File: src/rtl/ysyx_23060240_lsu_pkg.sv
// Shared types and constants for the load/store request engine.
//   funct3 codes for RV32I loads/stores, FSM state encoding, and write-mask width.
package ysyx_23060240_lsu_pkg;

  localparam int unsigned WMASK_W = 8;

  localparam logic [2:0] F3_LB  = 3'b000;
  localparam logic [2:0] F3_LH  = 3'b001;
  localparam logic [2:0] F3_LW  = 3'b010;
  localparam logic [2:0] F3_LBU = 3'b100;
  localparam logic [2:0] F3_LHU = 3'b101;
  localparam logic [2:0] F3_SB  = 3'b000;
  localparam logic [2:0] F3_SH  = 3'b001;
  localparam logic [2:0] F3_SW  = 3'b010;

  typedef enum logic [2:0] {
    S_IDLE  = 3'd0,
    S_RD    = 3'd1,
    S_RWAIT = 3'd2,
    S_WR    = 3'd3,
    S_RESP  = 3'd4
  } state_e;

endpackage

File: src/rtl/ysyx_23060240_lsu_align.sv
// Combinational lane logic for the LSU request engine.
//   Store path: st_funct3_i/st_is_store_i/st_off_i/st_wdata_i -> st_wmask_o, st_wdata_o, misalign_o
//   Load path : ld_funct3_i/ld_off_i/ld_rdata_i -> ld_data_o (sign/zero extended)
// Optional: LSU_MISALIGN_CHECK_EN enables misalign_o; otherwise it is tied to 0 and
// misaligned accesses fall back to the naturally aligned lane.
module ysyx_23060240_lsu_align
  import ysyx_23060240_lsu_pkg::*;
#(
  parameter int unsigned DATA_W = 32
) (
  input  logic [2:0]         st_funct3_i,
  input  logic               st_is_store_i,
  input  logic [1:0]         st_off_i,
  input  logic [DATA_W-1:0]  st_wdata_i,
  output logic [WMASK_W-1:0] st_wmask_o,
  output logic [DATA_W-1:0]  st_wdata_o,
  output logic               misalign_o,
  input  logic [2:0]         ld_funct3_i,
  input  logic [1:0]         ld_off_i,
  input  logic [DATA_W-1:0]  ld_rdata_i,
  output logic [DATA_W-1:0]  ld_data_o
);

  logic        st_word, st_half;
  logic [1:0]  st_lane;
  logic        ld_word, ld_half;
  logic [1:0]  ld_lane;
  logic [DATA_W-1:0] ld_shift;

  // Store lanes; reserved store codes (1xx, 011) act as word accesses.
  always_comb begin
    st_word = st_funct3_i[1] | (st_is_store_i & st_funct3_i[2]);
    st_half = !st_word && st_funct3_i[0];
    st_lane = st_word ? 2'b00 : (st_half ? {st_off_i[1], 1'b0} : st_off_i);
    if (st_word) begin
      st_wmask_o = WMASK_W'(4'hF);
      st_wdata_o = st_wdata_i;
    end else if (st_half) begin
      st_wmask_o = WMASK_W'(4'h3) << st_lane;
      st_wdata_o = DATA_W'(st_wdata_i[15:0]) << {st_lane, 3'b000};
    end else begin
      st_wmask_o = WMASK_W'(4'h1) << st_lane;
      st_wdata_o = DATA_W'(st_wdata_i[7:0]) << {st_lane, 3'b000};
    end
  end

  // Load extraction; funct3[2] selects zero extension, reserved codes read a word.
  always_comb begin
    ld_word  = ld_funct3_i[1];
    ld_half  = !ld_word && ld_funct3_i[0];
    ld_lane  = ld_word ? 2'b00 : (ld_half ? {ld_off_i[1], 1'b0} : ld_off_i);
    ld_shift = ld_rdata_i >> {ld_lane, 3'b000};
    if (ld_word) begin
      ld_data_o = ld_shift;
    end else if (ld_half) begin
      ld_data_o = ld_funct3_i[2] ? DATA_W'(ld_shift[15:0])
                                 : {{(DATA_W-16){ld_shift[15]}}, ld_shift[15:0]};
    end else begin
      ld_data_o = ld_funct3_i[2] ? DATA_W'(ld_shift[7:0])
                                 : {{(DATA_W-8){ld_shift[7]}}, ld_shift[7:0]};
    end
  end

  // Misalignment / reserved-code detection on the request being accepted.
  always_comb begin
    misalign_o = 1'b0;
`ifdef LSU_MISALIGN_CHECK_EN
    case (st_funct3_i)
      F3_LB:   misalign_o = 1'b0;
      F3_LH:   misalign_o = st_off_i[0];
      F3_LW:   misalign_o = (st_off_i != 2'b00);
      F3_LBU:  misalign_o = st_is_store_i;
      F3_LHU:  misalign_o = st_is_store_i | st_off_i[0];
      default: misalign_o = 1'b1;
    endcase
`endif
  end

endmodule

File: src/rtl/ysyx_23060240_lsu_req.sv
// Load/store request engine between EXU and the LSU SRAM model.
//   EXU side : in_valid/in_ready handshake, in_ren/in_wen/in_funct3/in_addr/in_wdata
//   WBU side : out_valid/out_ready handshake, out_rdata/out_err
//   SRAM side: mem_raddr/mem_waddr/mem_r_en/mem_w_en/mem_wmask/mem_wdata, mem_rdata (1-cycle latency)
// Optional: LSU_MISALIGN_CHECK_EN turns misaligned/reserved accesses into error responses.
module ysyx_23060240_lsu_req
  import ysyx_23060240_lsu_pkg::*;
#(
  parameter int unsigned ADDR_W = 32,
  parameter int unsigned DATA_W = 32
) (
  input  logic               clk,
  input  logic               rst,
  input  logic               in_valid,
  output logic               in_ready,
  input  logic               in_ren,
  input  logic               in_wen,
  input  logic [2:0]         in_funct3,
  input  logic [ADDR_W-1:0]  in_addr,
  input  logic [DATA_W-1:0]  in_wdata,
  output logic               out_valid,
  input  logic               out_ready,
  output logic [DATA_W-1:0]  out_rdata,
  output logic               out_err,
  output logic [ADDR_W-1:0]  mem_raddr,
  output logic [ADDR_W-1:0]  mem_waddr,
  output logic               mem_r_en,
  output logic               mem_w_en,
  output logic [WMASK_W-1:0] mem_wmask,
  output logic [DATA_W-1:0]  mem_wdata,
  input  logic [DATA_W-1:0]  mem_rdata
);

  state_e              state_q, state_d;
  logic                in_ready_q, in_ready_d;
  logic                out_valid_q, out_valid_d;
  logic [DATA_W-1:0]   out_rdata_q, out_rdata_d;
  logic                out_err_q, out_err_d;
  logic [ADDR_W-1:0]   raddr_q, raddr_d, waddr_q, waddr_d;
  logic                r_en_q, r_en_d, w_en_q, w_en_d;
  logic [WMASK_W-1:0]  wmask_q, wmask_d;
  logic [DATA_W-1:0]   wdata_q, wdata_d;
  logic [1:0]          off_q, off_d;
  logic [2:0]          funct3_q, funct3_d;

  logic [WMASK_W-1:0]  st_wmask;
  logic [DATA_W-1:0]   st_wdata, ld_data;
  logic                misalign;
  logic [ADDR_W-1:0]   word_addr;

  assign word_addr = {in_addr[ADDR_W-1:2], 2'b00};

  ysyx_23060240_lsu_align #(.DATA_W(DATA_W)) u_align (
    .st_funct3_i  (in_funct3),
    .st_is_store_i(in_wen),
    .st_off_i     (in_addr[1:0]),
    .st_wdata_i   (in_wdata),
    .st_wmask_o   (st_wmask),
    .st_wdata_o   (st_wdata),
    .misalign_o   (misalign),
    .ld_funct3_i  (funct3_q),
    .ld_off_i     (off_q),
    .ld_rdata_i   (mem_rdata),
    .ld_data_o    (ld_data)
  );

  // Next-state and next-output logic; memory strobes and buses default to 0.
  always_comb begin
    state_d     = state_q;
    out_valid_d = out_valid_q;
    out_rdata_d = out_rdata_q;
    out_err_d   = out_err_q;
    raddr_d     = '0;
    waddr_d     = '0;
    r_en_d      = 1'b0;
    w_en_d      = 1'b0;
    wmask_d     = '0;
    wdata_d     = '0;
    off_d       = off_q;
    funct3_d    = funct3_q;
    case (state_q)
      S_IDLE: begin
        if (in_valid && in_ready_q) begin
          off_d       = in_addr[1:0];
          funct3_d    = in_funct3;
          out_rdata_d = '0;
          out_err_d   = 1'b0;
          if (misalign && (in_ren || in_wen)) begin
            state_d     = S_RESP;
            out_valid_d = 1'b1;
            out_err_d   = 1'b1;
          end else if (in_wen) begin
            state_d = S_WR;
            w_en_d  = 1'b1;
            waddr_d = word_addr;
            wmask_d = st_wmask;
            wdata_d = st_wdata;
          end else if (in_ren) begin
            state_d = S_RD;
            r_en_d  = 1'b1;
            raddr_d = word_addr;
          end else begin
            state_d     = S_RESP;
            out_valid_d = 1'b1;
          end
        end
      end
      S_RD: state_d = S_RWAIT;
      S_RWAIT: begin
        // SRAM data is valid this cycle (one cycle after the read strobe).
        out_rdata_d = ld_data;
        out_valid_d = 1'b1;
        state_d     = S_RESP;
      end
      S_WR: begin
        out_valid_d = 1'b1;
        state_d     = S_RESP;
      end
      S_RESP: begin
        if (out_ready) begin
          out_valid_d = 1'b0;
          state_d     = S_IDLE;
        end
      end
      default: state_d = S_IDLE;
    endcase
    in_ready_d = (state_d == S_IDLE);
  end

  // State and output registers; reset clears strobes asynchronously.
  always_ff @(posedge clk or posedge rst) begin
    if (rst) begin
      state_q     <= S_IDLE;
      in_ready_q  <= 1'b1;
      out_valid_q <= 1'b0;
      out_rdata_q <= '0;
      out_err_q   <= 1'b0;
      raddr_q     <= '0;
      waddr_q     <= '0;
      r_en_q      <= 1'b0;
      w_en_q      <= 1'b0;
      wmask_q     <= '0;
      wdata_q     <= '0;
      off_q       <= '0;
      funct3_q    <= '0;
    end else begin
      state_q     <= state_d;
      in_ready_q  <= in_ready_d;
      out_valid_q <= out_valid_d;
      out_rdata_q <= out_rdata_d;
      out_err_q   <= out_err_d;
      raddr_q     <= raddr_d;
      waddr_q     <= waddr_d;
      r_en_q      <= r_en_d;
      w_en_q      <= w_en_d;
      wmask_q     <= wmask_d;
      wdata_q     <= wdata_d;
      off_q       <= off_d;
      funct3_q    <= funct3_d;
    end
  end

  assign in_ready  = in_ready_q;
  assign out_valid = out_valid_q;
  assign out_rdata = out_rdata_q;
  assign out_err   = out_err_q;
  assign mem_raddr = raddr_q;
  assign mem_waddr = waddr_q;
  assign mem_r_en  = r_en_q;
  assign mem_w_en  = w_en_q;
  assign mem_wmask = wmask_q;
  assign mem_wdata = wdata_q;

endmodule
File: config.mk
export PLATFORM = sky130hd
export DESIGN_NAME = ysyx_23060240_lsu_req
export DESIGN_NICKNAME = d
export VERILOG_FILES = /design/src/rtl/ysyx_23060240_lsu_pkg.sv /design/src/rtl/ysyx_23060240_lsu_align.sv /design/src/rtl/ysyx_23060240_lsu_req.sv
export SDC_FILE = /design/constraint.sdc
export NUM_CORES = 1
export LEC_CHECK = 0
export CAP_MARGIN = 10
export CORE_UTILIZATION = 42
export DETAILED_ROUTE_END_ITERATION = 7
export PLACE_DENSITY = 0.8
export SYNTH_ARGS = -nofsm -noshare
export SYNTH_HDL_FRONTEND = slang
export SYNTH_SLANG_ARGS = --single-unit
File: constraint.sdc
create_clock -name clk -period 5.02 [get_ports clk]
set_input_delay 0.753 -clock clk [delete_from_list [all_inputs] [get_ports clk]]
set_output_delay 0.753 -clock clk [all_outputs]
set_load 0.02 [all_outputs]
== After elaboration in Yosys (flattened, before gate mapping) ==
Index checks and enable logic that the tools add are counted.
Operators by class
  bitwise logic cells: 2
  mux-type cells: 44
  equality and inequality tests: 8
  reduce and logical (&&, ||, !) cells: 13
  shifts and indexed selects: 5
Operators with widths (number)
  two-way mux 32 bit: 17
  case mux 32 bit (2 select lines): 1
  two-way mux 8 bit: 5
  left shift 16 x 5 -> 32 bit: 1
  left shift 8 x 5 -> 32 bit: 1
  right shift 32 x 5 -> 32 bit: 1
  two-way mux 1 bit: 13
  two-way mux 3 bit: 4
  case mux 3 bit (4 select lines): 1
  != test 2 bit, second input constant: 4
  left shift 1 x 2 -> 8 bit, first input constant: 1
  left shift 2 x 2 -> 8 bit, first input constant: 1
  equality test 3 x 2 -> 1 bit, second input constant: 2
  logical NOT 3 bit: 2
  AND reduction 5 bit: 1
  two-way mux 2 bit: 2
  AND reduction 2 bit: 2
  equality test 3 x 1 -> 1 bit, second input constant: 1
  equality test 3 bit, second input constant: 1
  logical AND 1 bit: 3
  case mux 1 bit (3 select lines): 1
  nonzero test 3 bit: 1
  logical NOT 1 bit: 2
  nonzero test 2 bit: 1
  other kinds (3): 3
Storage, ports and cells
  bits in registers: 148
  bits of input ports: 105
  output and inout port bits: 141
  word-level logic and storage cells: 84

== Longest topological paths before layout ==
Gate-level depths: netlist of run 1.
  depth in word-level cells: 12
  gate-level depth with buffers: 6
  gate-level depth less buffers: 5

== Hierarchy ==
A second synthesis of run 1 with hierarchy kept.
Second synthesis, totals
  cells, all modules: 519
  area, all modules: 6102.1 sq um
Modules (own cells, without submodules)
  ysyx_23060240_lsu_req: area an instance 4909.7 sq um, sequential area each 3629.7 sq um, times used 1, cells an instance 333
  ysyx_23060240_lsu_align: area an instance 1192.4 sq um, sequential area each 0.0 sq um, times used 1, cells an instance 186

== Least setup slack after synthesis of run 1 ==
Ideal clock, no wire load.
  path kind: input port to flip-flop
  start: input in_funct3[2]
  end: register wmask_q[1], in the netlist mem_wmask[1]
  cell stages on the path: 6
  path slack: 3134 ps
  path buffers: 2
  data required time: 4882 ps
  arrival time: 1748 ps
  library setup time: 138 ps
  cells stage by stage: a21oi_1 and2_1 clkbuf_1 nand2b_1 buf_2 a21oi_1
On the way
  longest elaborated chain between the ends: 12
  elaborated cells between the ends (all ways): 13
  those cells by class: shift: 2; mux: 7; bitwise: 2; reduce/logical: 2
RTL lines
  start: declaration: RTL line ysyx_23060240_lsu_req.sv:18  | input logic [2:0] in_funct3,
  bitwise AND 1 bit *: RTL line ysyx_23060240_lsu_align.sv:32  | st_word = st_funct3_i[1] | (st_is_store_i & st_funct3_i[2]);
  OR 1 bit *: RTL line ysyx_23060240_lsu_align.sv:32
  logical NOT 1 bit: RTL line ysyx_23060240_lsu_align.sv:33  | st_half = !st_word && st_funct3_i[0];
  logical AND 1 bit: RTL line ysyx_23060240_lsu_align.sv:33
  two-way mux 1 bit: RTL line ysyx_23060240_lsu_align.sv:34  | st_lane = st_word ? 2'b00 : (st_half ? {st_off_i[1], 1'b0} : st_off_i);
  two-way mux 2 bit: RTL line ysyx_23060240_lsu_align.sv:34
  left shift 2 x 2 -> 8 bit or left shift 1 x 2 -> 8 bit (tied branches): RTL line ysyx_23060240_lsu_align.sv:39, ysyx_23060240_lsu_align.sv:42
  two-way mux 8 bit: RTL line ysyx_23060240_lsu_align.sv:38  | end else if (st_half) begin
  two-way mux 8 bit *: RTL line ysyx_23060240_lsu_align.sv:35  | if (st_word) begin
  two-way mux 8 bit *: RTL line ysyx_23060240_lsu_req.sv:92  | end else if (in_wen) begin
  two-way mux 8 bit *: RTL line ysyx_23060240_lsu_req.sv:83  | if (in_valid && in_ready_q) begin
  two-way mux 8 bit *: RTL line ysyx_23060240_lsu_req.sv:81  | case (state_q)
  via wmask_d[1]: RTL line ysyx_23060240_lsu_req.sv:41  | logic [WMASK_W-1:0] wmask_q, wmask_d;
  end signal: assignment: RTL line ysyx_23060240_lsu_req.sv:156  | wmask_q <= wmask_d;
  end: declaration: RTL line ysyx_23060240_lsu_req.sv:41
Mark *: on every way through the listed nets, which the timed path passes. The rest lies on a longest branch.
A chain may end at the register's enable or synchronous reset.

== Final worst setup path of run 1 ==
  start: register funct3_q[1]
  end: register out_rdata_q[31], in the netlist out_rdata[31]
On the way
  longest elaborated chain between the ends: 9
  elaborated cells between the ends (all ways): 10
  those cells by class: shift: 1; mux: 7; reduce/logical: 2
RTL lines
  start: declaration: RTL line ysyx_23060240_lsu_req.sv:44  | logic [2:0] funct3_q, funct3_d;
  start signal: assignment: RTL line ysyx_23060240_lsu_req.sv:159  | funct3_q <= funct3_d;
  logical NOT 1 bit: RTL line ysyx_23060240_lsu_align.sv:50  | ld_half = !ld_word && ld_funct3_i[0];
  logical AND 1 bit: RTL line ysyx_23060240_lsu_align.sv:50
  two-way mux 1 bit: RTL line ysyx_23060240_lsu_align.sv:51  | ld_lane = ld_word ? 2'b00 : (ld_half ? {ld_off_i[1], 1'b0} : ld_off_i);
  two-way mux 2 bit: RTL line ysyx_23060240_lsu_align.sv:51
  right shift 32 x 5 -> 32 bit: RTL line ysyx_23060240_lsu_align.sv:52  | ld_shift = ld_rdata_i >> {ld_lane, 3'b000};
  two-way mux 32 bit (on tied branches): RTL line ysyx_23060240_lsu_align.sv:59, ysyx_23060240_lsu_align.sv:56
  two-way mux 32 bit: RTL line ysyx_23060240_lsu_align.sv:55  | end else if (ld_half) begin
  two-way mux 32 bit *: RTL line ysyx_23060240_lsu_align.sv:53  | if (ld_word) begin
  case mux 32 bit (2 select lines) *: RTL line ysyx_23060240_lsu_req.sv:81
  end signal: assignment: RTL line ysyx_23060240_lsu_req.sv:150  | out_rdata_q <= out_rdata_d;
  end: declaration: RTL line ysyx_23060240_lsu_req.sv:37  | logic [DATA_W-1:0] out_rdata_q, out_rdata_d;
Mark *: on every way between the ends. The rest lies on a longest branch, timed or not.

==> reports/metrics.yaml, run 1 <==
status: "finished clean"
dr.pass1.iters: 5
grt_pass1_vias: 4649
globalplace.congestion: 0.904
pwr-share-clk_pct: 30.7
hold_path_class: "reg2reg"
fin_util_pct: 65.8
crit_arrival_ns: 3.35
combPwrFrac_pct: 32.2
fp-row-count: 42
grt_use_met2_pct: 38.1
fin_skew_ns: 0.00681
post_dp_cell_area_um2: 8150
layout.cells.non_filler: 910
reg2reg_to: "out_rdata[31]"
cts-root-buf: "clkbuf_16"
synth_cell_types: 43
cts.reportedPaths.clkPinSlew_ns: 0.06
dpl_worst_slack_ns: 1.56
ys_top_cells_by_count: "140 x dfrtp_1, 62 x and2_1, 37 x nand2_1"
grt_setup_unrepaired: "false"
synth_top_cells_by_area: "dfrtp_1 62%, and2_1 6.8%, a22o_1 2.8%"
nFillCells: 1017
holdCritStartpoint: "out_rdata[5]"
num_antenna_cells: 0
finalHoldWorstSlack_ns: 0.488
worstSkewPairLatency_ns: 0.41
via_per_inst: 5.17
clock_path_buffers: 2
vias: 4709
synth_cells: 495
grt_usage_pct: 23.1
grt_max_degree: 105
routedWlPerCell_um: 17.4
drc: 0
h-tree-depth: 4
setup_ws_ns: 2.01
yosysSeqAreaShare_pct: 62.0
ys_ff_latch: 141
fin_crit_sh_pct: 60.0
irDropWorstVdd_v: 0.000190
use_met1_pct: 28.7
gr-total-overflow: 0
grt_first_pass_wirelength_mm: 24.4
finalPower_mw: 3.96
internal-power_mw: 2.67
place_hpwl_mm: 11.4
synth_top_area_share_pct: 61.5
max_cap_viol_count: 0
setup_viol: 0
port_buffers: 237
seq_power_share_pct: 37.1
tritoncts: "yes"
min_to: "out_rdata[5]"
synthSimpleGateAreaFrac_pct: 17.6
yosysWarnings: 0
synth_top_family_by_area: "simple AND/OR/NAND/NOR gates"
antenna_found_initial: 0
synth_ff_type: "dfrtp_1"
ctsResizeCount: 0
end_kind: "register"
criticalPathCategory: "reg2reg"
avgSynthCellArea_um2: 11.5
die-area_um2: 14000
synth_mux_area_share_pct: 2.66
drt_iter0_drc: 275
hold_depth: 1
synth_adder_area_share_pct: 0
post_cts_buffers: 0
synth_edf_count: 0
num_io_pins: 246
synth_compound_area_share_pct: 13.6
critPathMaxFanout: 29
fp.dieH_um: 118
period_minus_slack_ns: 3.01
die_w_um: 118
synth_top_area_cell: "dfrtp_1"
synthArstFlopShare_pct: 100
power_density_nw_per_um2: 454
reg2reg_slack_ns: 2.01
drive_above_1_share_pct: 6.81
drv_slew: 0
slew_headroom_pct: 26.2
p_sw_share_pct: 32.6
yosysMostFrequentCell: "dfrtp_1"
p_sw_mw: 1.29
finalWirelength_mm: 15.9
worst-endpoint-required_ns: 5.36
syn2layout_area_growth_pct: 53.1
final_nets: 828
max_freq_mhz: 332
power.leakage_nw: 3.96
fp.coreArea_um2: 13200
worstMarginPinSlew_ns: 1.10
met3_usage_pct: 5.31
final_cell_area_um2: 8720
critPathLaunchType: "register"
final_antenna_net_count: 0
dp.cells: 880
numCtsBuffers: 17
r2r-start: "funct3_q[1]"
cts.sinks: 141
cts_hold_buffers: 0
syn_area_um2: 5690
start_util_pct: 43.0
finalSetupTns_ns: 0
hold_viol_final: 0
synth_xor_area_share_pct: 0
reg2regPathDepth: 4
busiest_layer: "met2"
[cells in the final DEF, fill, tap and decap left out, types with 3 or more instances in the layout]
cell type and n:
nand2b_1 21, o21ai_0 16, a31oi_1 4, nor2b_1 4, and2_1 62, o221ai_1 3, o21a_1 4, and3_1 8
clkdlybuf4s50_1 237, nand2_1 37, a22oi_1 16, mux2i_1 5, a22o_1 18, nand3_1 11, buf_4 3, a32o_1 5
nor2_1 31, a221oi_1 5, a21o_1 6, mux2_2 5, conb_1 9, inv_6 3, nor3b_2 4, dfrtp_1 140
a21oi_1 23, clkbuf_16 17, inv_1 5
[kinds of logic after synthesis]
group           after synthesis
buf+inv                      47
flops                       141
other cells                   1
compound gates              109
mux                          12
simple gates                185
[power groups by stage]
stage	combinational (mW)	clock (mW)	sequential, mW
after floorplan	0.625	0	1.61
after global placement	1.24	0	1.47
after detailed placement	1.27	0	1.48
after CTS	1.28	1.23	1.47
after global routing	1.36	1.29	1.49
final	1.28	1.22	1.47
[cell type report]
class                   instances  area [um2]  area share [%]
repair buffers                240        2390            27.5
multi-input cells             315        1970            22.5
clock inverters                 9         113            1.29
well taps                     176         220            2.53
clock buffers                  21         460            5.28
inverters                       8        35.0           0.402
flip-flops and latches        141        3530            40.5
[state kept, by name, summed over array words and instances (netlist names), 2 cells and up]
| signal | cells |
|---|---|
| mem_wmask | 5 |
| out_rdata | 32 |
| state_q | 3 |
| mem_wdata | 32 |
| mem_raddr | 30 |
| funct3_q | 3 |
| off_q | 2 |
| mem_waddr | 30 |
[worst max-delay path by stage]
stage / startpoint / endpoint / slack, ns / cells past startpoint
floorplan: rst / funct3_q[0] / 0.49 / 1
global placement: in_valid / mem_wdata[10] / 1.65 / 6
detailed placement: in_valid / mem_wdata[11] / 1.56 / 6
CTS: in_valid / mem_wdata[10] / 1.98 / 6
global route: in_valid / mem_wmask[1] / 1.71 / 6
finish: funct3_q[1] / out_rdata[31] / 2.01 / 4
[metal layers]
metal | routed length [um] | up-vias
li1 | - | 2141
met1 | 6490 | 2254
met2 | 7770 | 281
met3 | 1150 | 33
met4 | 464 | 0
met5 | 0 | -
[critical path: stages (launching register included)]
cell      delay [ns]
dfrtp_1         0.69
nor2b_1         0.99
a32oi_2         0.34
a211oi_4        0.69
a22o_1          0.24
No activity file was read; power rests on OpenSTA's default activity.
==> run 2: changes to the inputs <==
clock period = 3 ns   (was 5.02 ns; I/O delays follow)
==> run 2 against run 1 <==
Effect of this change:
- design area increased by 0.65%
- wire length shrank 0.16%
- non-clock buffer count up 7
- clock-buffer cell count fell by 3
- maximum frequency increased by 31%
- clock skew up 0.0032 ns
- die area is the same
- largest cell class unchanged
- highest routed layer unchanged
==> reports/metrics.yaml, run 2 (synthesis results as in run 1) <==
hold_path_class: "reg2reg"
irDropWorstVdd_v: 0.000424  # +120%
final_antenna_net_count: 0  # unchanged
syn2layout_area_growth_pct: 54.1
finalSetupTns_ns: 0  # unchanged
antenna_found_initial: 0  # unchanged
cts-root-buf: "clkbuf_16"
grt_first_pass_wirelength_mm: 24.7  # +1.2%
max_cap_viol_count: 0  # unchanged
layout.cells.non_filler: 917  # +0.77%
final_nets: 835  # +0.85%
criticalPathCategory: "reg2reg"
critPathLaunchType: "register"
fp.coreArea_um2: 13200  # unchanged
ctsResizeCount: 0  # unchanged
place_hpwl_mm: 11.6  # +1.5%
critPathMaxFanout: 29  # unchanged
gr-total-overflow: 0  # unchanged
grt_pass1_vias: 4680  # +0.67%
slew_headroom_pct: 43.2  # +17 points
period_minus_slack_ns: 2.30  # -0.712 ns
final_common_cell: "clkdlybuf4s50_1"
cts.reportedPaths.clkPinSlew_ns: 0.06  # about the same
num_antenna_cells: 0  # unchanged
die-area_um2: 14000  # unchanged
power_density_nw_per_um2: 749  # +65%
drt_iter0_drc: 322  # +17%
setup_viol: 0  # unchanged
dp.cells: 887  # +0.80%
cts_hold_buffers: 0  # unchanged
worstSkewPairLatency_ns: 0.41  # about the same
hold_viol_final: 0  # unchanged
mostFrequentLayoutCells: "237 x clkdlybuf4s50_1, 140 x dfrtp_1, 62 x and2_1"
end_kind: "register"
die_w_um: 118  # unchanged
via_per_inst: 5.11  # -1.3%
drive_above_1_share_pct: 7.96  # +1.2 points
grt_usage_pct: 23.3  # +0.26 points
worst-endpoint-required_ns: 3.34  # -2.02 ns
worstMarginPinSlew_ns: 0.852  # -0.252 ns
finalWirelength_mm: 15.8  # -0.16%
routedWlPerCell_um: 17.3  # -0.93%
nFillCells: 1038  # +2.1%
fp-row-count: 42  # unchanged
fin_skew_ns: 0.0100  # +0.00321 ns
globalplace.congestion: 0.884  # -2.2%
power.leakage_nw: 3.98  # +0.50%
num_io_pins: 246  # unchanged
crit_arrival_ns: 2.64  # -0.71 ns
port_buffers: 237  # unchanged
dr.pass1.iters: 5  # unchanged
vias: 4684  # -0.53%
grt_max_degree: 58  # -45%
fin_crit_sh_pct: 76.6  # +17 points
drv_slew: 0  # unchanged
fin_util_pct: 66.3  # +0.43 points
h-tree-depth: 4  # unchanged
drc: 0  # unchanged
cts.sinks: 141  # unchanged
grt_setup_unrepaired: "false"
tritoncts: "yes"
post_cts_buffers: 0  # unchanged
clock_path_buffers: 2  # unchanged
max_freq_mhz: 435  # +31%
start_util_pct: 43.0  # unchanged
fp.dieH_um: 118  # unchanged
numCtsBuffers: 17  # unchanged
status: "finished clean"
run 2: final timing paths:
path	startpoint	end	slack, ns	depth (start not counted)
worst min register to register	out_rdata[0]	out_rdata[0]	0.49	1
max in group asynchronous	rst	mem_raddr[14]	1.80	3
worst max-delay path	funct3_q[1]	out_rdata[19]	0.70	4
worst min-delay path	out_rdata[0]	out_rdata[0]	0.49	1
worst max register to register	funct3_q[1]	out_rdata[19]	0.70	4
min in group asynchronous	rst	out_rdata[22]	0.51	2
run 2: where the power goes:
group	internal (mW)	switching (mW)	total, mW
clock	1.16	0.800	1.96
sequential	2.21	0.247	2.46
combinational	1.01	1.14	2.16
run 2: worst max-delay path, cell delays in order (launching register included):
cell and delay (ns):
dfrtp_1 0.69, nor3b_2 0.52, a32oi_2 0.16, a211oi_4 0.62
a22o_1 0.24
run 2: stage by stage:
step / setup WS [ns] / hold slack (ns) / power [mW] / cell area (um2)
2_1_floorplan: 0.788 / 0.498 / 3.74 / 5730
3_3_place_gp: 0.642 / 0.464 / 4.57 / 8220
3_5_place_dp: 0.545 / 0.477 / 4.64 / 8220
4_1_cts: 0.711 / 0.489 / 6.61 / 8770
5_1_grt: 0.521 / 0.505 / 6.89 / 8770
6_report: 0.702 / 0.488 / 6.57 / 8770
run 2: metal layers:
metal  up-vias  routed length (um)  track usage (%)
met4         0                 245             8.94
met3        19                1230             6.03
met5         -                   0                0
li1       2157                   -                -
met2       228                7950             39.8
met1      2280                6420             28.4
run 2: cell type report:
class                   count  area, um2  share of cell area [%]
inverters                   8       33.8                   0.385
clock inverters            12        114                    1.30
multi-input cells         315       1970                    22.4
well taps                 176        220                    2.51
flip-flops and latches    141       3530                    40.2
clock buffers              18        439                    5.00
repair buffers            247       2470                    28.2
==> RTL edit 1, RTL diff (config.mk and constraints of run 2) <==
Encoding of `state_e`: now one-hot (5 bits for 5 states).
--- a/src/rtl/ysyx_23060240_lsu_pkg.sv
+++ b/src/rtl/ysyx_23060240_lsu_pkg.sv
@@ -13,12 +13,12 @@
   localparam logic [2:0] F3_SH  = 3'b001;
   localparam logic [2:0] F3_SW  = 3'b010;
 
-  typedef enum logic [2:0] {
-    S_IDLE  = 3'd0,
-    S_RD    = 3'd1,
-    S_RWAIT = 3'd2,
-    S_WR    = 3'd3,
-    S_RESP  = 3'd4
+  typedef enum logic [4:0] {
+    S_IDLE  = 5'b00001,
+    S_RD    = 5'b00010,
+    S_RWAIT = 5'b00100,
+    S_WR    = 5'b01000,
+    S_RESP  = 5'b10000
   } state_e;
 
 endpackage
Behaviour: no difference found for any inputs over 4 cycles, from zero or initial values and one cycle with rst high; so few cycles prove little.
==> RTL edit 1 against run 2 <==
  * Via count is 0.77% lower
  * Area after synthesis is 1.5% higher
  * Sequential cell count is 2 higher
  * Power is 10% lower
  * Combinational power is 27% lower
  * Setup slack better by 0.10 ns
  * Global-route usage hardly changed
  * Core utilization is 0.16 points lower
  * Critical path depth is 2 higher
  * Final cell count is 2.2% lower
  * Final area is 0.56% higher
  * Routed wire length is 1.4% higher
  * Critical endpoint is now mem_wmask[1]
  * Largest cell class unchanged
  * Highest routed layer unchanged
==> RTL edit 1: results (changes against run 2) <==
* Clk_lat worst skew at 0.41 ns (about the same)
* Metal-1 WL at 6340 um (-1.2%)
* RePlAce Congestion at 0.942 (+6.5%)
* Total GRT Usage at 0.233 (-0.000480)
* Final net count at 813 (-2.6%)
* Post-synth top flop: dfrtp_1
* Slowest-stage cell, CP: dfrtp_1
* Met3 usage at 0.0599 (-0.000462)
* Worst Tran Pin Value at 0.846 ns (-0.00577 ns)
* Met3 wire length at 1030 um (-17%)
* Delay of the slowest cell on the worst path at 0.47 ns (-0.22 ns)
* Final clock skew at 0.00907 ns (-0.000958 ns)
* Top sig layer: met4
* Post-CTS sizing at 0 (unchanged)
* First-pass GRT wire length at 25,300 um (+2.6%)
* Cell leakage power at 0.00393 uW (-1.1%)
* Clock-cell share at 0.0671 (+0.00405)
* Diode count at 0 (unchanged)
* Clk buf depth at 2 (unchanged)
* Final setup viols at 0 (unchanged)
* Vias in the first global route at 4,716 (+0.77%)
* Root Buffer: clkbuf_16
* Clock Power at 2070 uW (+6%)
* WL/cell at 17.9 um (+3.7%)
* Sequential group share of total power at 0.382 (+0.008)
* Non-CTS inverters at 11 (+3)
* Crit path max fanout at 17 (-41%)
* Synth Area in Compound Gates at 0.138 (+0.00239)
* Status: completed
* Multi-input gate count at 291 (-7.6%)
* Synth area leaders: dfrtp_1, and2_1, o2bb2ai_1
* Yosys cell types at 52 (+21%)
* Top Family by Delay on Critical Path: simple AND/OR/NAND/NOR gates
* Largest net degree at the start of global routing at 144 (+150%)
* Layout cells sized above 1 at 0.0902 (+0.0105)
* Post-Synth XOR/XNOR Area at 0.00303 (+0.00303)
* Seq. cell area at 0.00358 mm^2 (+1.5%)
* Drt first-iter violations at 294 (-8.7%)
* WL met2 at 8350 um (+5.1%)
* Via count at 4,648 (-0.77%)
* Area of the multi-input gates at 0.00195 mm^2 (-0.89%)
* Post-synthesis sequential area ratio at 0.620 (about the same)
* Placed wire-length estimate at 11,400 um (-1.2%)
* Top post-synthesis cells by count: dfrtp_1, and2_1, o21ai_0
* M1 GR Usage at 0.284 (+0.000625)
* Bufs w/o clock at 244 (-1.2%)
* Clock Sinks at 143 (+1.4%)
* Mux contribution to synthesized area at 0.0338 (+0.00720)
* Initial antenna violation count at 0 (unchanged)
* Clock transition at the registers of the reported paths at 0.06 ns (about the same)
* Placement Setup Slack at 0.536 ns (-0.00945 ns)
* Met2 Usage GRT at 0.393 (-0.00536)
* Filler Cell Count at 985 (-5.1%)
* Clock buf count at 20 (+2)
* NonClk Buf Share at 0.276 (-0.00553)
* CP Data Arrival Time at 2.52 ns (-0.12 ns)
* Worst vdd ir at 0.383 mV (-9.8%)
* P_sw at 1790 uW (-18%)
* Adder-cell area share of the yosys netlist at 0 (unchanged)
[RTL edit 1: final timing paths]
path / startpoint / end / slack [ns] / depth (start not counted)
worst max-delay path: state_q[3] / mem_wmask[1] / 0.80 / 6
worst min-delay path: out_rdata[14] / out_rdata[14] / 0.49 / 1
worst max register to register: state_q[3] / mem_wmask[1] / 0.80 / 6
worst min register to register: out_rdata[14] / out_rdata[14] / 0.49 / 1
max in group asynchronous: rst / mem_wdata[20] / 1.85 / 3
min in group asynchronous: rst / mem_r_en / 0.64 / 3
[RTL edit 1: through the flow]
step	hold slack (ns)	instance area (um^2)	instances	total power [uW]	utilization
final	0.493	8820	897	5910	0.661
after global routing	0.511	8820	897	6160	0.661
after CTS	0.495	8820	897	5930	0.661
after detailed placement	0.476	8230	865	3860	0.617
after global placement	0.472	8230	865	3820	0.617
after floorplan	0.505	5810	484	3260	-
==> RTL edit 2, RTL diff (config.mk and constraints of run 2) <==
Without the edit above. Add a define of `LSU_MISALIGN_CHECK_EN`.
--- a/src/rtl/ysyx_23060240_lsu_align.sv
+++ b/src/rtl/ysyx_23060240_lsu_align.sv
@@ -3,6 +3,8 @@
 //   Load path : ld_funct3_i/ld_off_i/ld_rdata_i -> ld_data_o (sign/zero extended)
 // Optional: LSU_MISALIGN_CHECK_EN enables misalign_o; otherwise it is tied to 0 and
 // misaligned accesses fall back to the naturally aligned lane.
+`define LSU_MISALIGN_CHECK_EN
+
 module ysyx_23060240_lsu_align
   import ysyx_23060240_lsu_pkg::*;
 #(
Check against the original RTL: not equivalent (Yosys sat finds a counterexample within 4 cycles, from zero or initial values and one cycle with rst high).
==> RTL edit 2 against run 2 <==
  * Sequential cell count is 1 higher
  * Final area is 5.3% higher
  * Maximum frequency is 8.1% higher
  * Global-route usage is 0.49 points higher
  * Routed wire length is 11% higher
  * Power is 5.7% higher
  * Setup slack better by 0.17 ns
  * Area after synthesis is 6.9% higher
  * Largest cell class unchanged
==> RTL edit 2: results (changes against run 2) <==
* Yosys cell types at 41 (-4.7%)
* Status: completed
* R2R setup slack at 0.87 ns (+0.17 ns)
* Mux contribution to synthesized area at 0.0350 (+0.00837)
* Via-per-instance ratio at 5.32 (+4.2%)
* Synth Area in Compound Gates at 0.150 (+0.0141)
* Cell leakage power at 0.00404 uW (+1.7%)
* Total GRT Usage at 0.238 (+0.00489)
* Hold slack at 0.478 ns (-0.00983 ns)
* Final net count at 899 (+7.7%)
* Placed wire-length estimate at 12,700 um (+9.5%)
* RR Startpoint: state_q[2]
* I/O Buffers at 238 (+0.42%)
* Largest net degree at the start of global routing at 62 (+6.9%)
* Mean Syn Cell Area at 10.8 um^2 (-6.2%)
* Post-synthesis sequential area ratio at 0.584 (-0.0357)
* Hold path depth at 2 (+1)
* RePlAce Congestion at 0.930 (+5.1%)
* Filler Cell Count at 1,084 (+4.4%)
* Top post-synthesis cells by count: dfrtp_1, nand2_1, and2_1
* WHS Endpoint: out_rdata[7]
* Synth area leaders: dfrtp_1, and2_1, a22oi_1
* CP Data Arrival Time at 2.46 ns (-0.18 ns)
* Placement Cell Area at 0.00864 mm^2 (+5.1%)
* Slew headroom at 0.507 (+0.0748)
* Vias in the first global route at 5,217 (+11%)
* WL/cell at 17.9 um (+3.4%)
* Final clock skew at 0.00805 ns (-0.00198 ns)
* Worst vdd ir at 0.368 mV (-13%)
* Final std cells w/o fill at 986 (+7.5%)
* Reg2Reg Depth at 5 (+1)
* Crit path max fanout at 31 (+6.9%)
* Layout cells sized above 1 at 0.0868 (+0.00723)
==> RTL edit 2: cell count changes after synthesis, moves of 6 or more <==
cell	change
nand2_1	+32
a22oi_1	+24
o21ai_0	+19
nand2b_1	-18
o211ai_1	+18
a22o_1	-10
clkbuf_1	+10
a21oi_1	-9
nor2_1	-9
nor2b_1	+8
nor3b_1	+8
inv_1	+6
==> RTL edit 2: cell type report <==
cell class / count / area, um^2 / share of cell area
inverter: 12 / 48.8 / 0.00528
timing repair buffer: 255 / 2530 / 0.274
sequential: 142 / 3550 / 0.385
clock inverter: 13 / 164 / 0.0177
multi-input combinational: 366 / 2280 / 0.247
clock buffer: 18 / 429 / 0.0465
tap: 180 / 225 / 0.0244
==> RTL edit 2: worst max path at each step <==
stage,startpoint,to,slack [ns],cells after the start
2_1_floorplan,rst,funct3_q[0],0.77,1
5_1_grt,state_q[0],mem_raddr[12],0.67,5
4_1_cts,state_q[0],mem_raddr[12],0.85,5
6_report,state_q[2],mem_raddr[30],0.87,5
3_3_place_gp,in_addr[1],mem_raddr[14],0.58,6
3_5_place_dp,in_addr[1],mem_raddr[12],0.49,6
==> RTL edit 2: critical path: stages (launching register included) <==
cell and delay (ns):
dfrtp_1 0.49, nor3_1 0.41, nand2_1 0.36, nor4b_4 0.28, buf_4 0.31, and2_1 0.19
==> RTL edit 2: cell families after synthesis <==
| logic type | count (synthesis) |
|---|---|
| AOI/OAI and AO/OA | 135 |
| buffers and inverters | 63 |
| DFF | 142 |
| muxes | 12 |
| other | 1 |
| and+or+nand+nor | 211 |
==> RTL edit 2: stage by stage <==
step | util | setup WS [ns]
after CTS | 0.660 | 0.849
after detailed placement | 0.618 | 0.485
after floorplan | - | 0.774
after global placement | 0.618 | 0.577
final | 0.660 | 0.875
after global routing | 0.660 | 0.666
==> RTL edit 2: metal layers <==
layer  wire length (um)  vias up  track usage
li1                   -     2405            -
met3               1440       33       0.0720
met4                460        0        0.101
met2               8800      261        0.392
met1               6900     2547        0.290
met5                  0        -            0
==> RTL edit 2: report_power, final <==
| part | total, uW | internal [uW] | switching (uW) |
|---|---|---|---|
| Clock | 2110 | 1310 | 801 |
| Combinational | 2390 | 1110 | 1280 |
| Sequential | 2450 | 2210 | 233 |
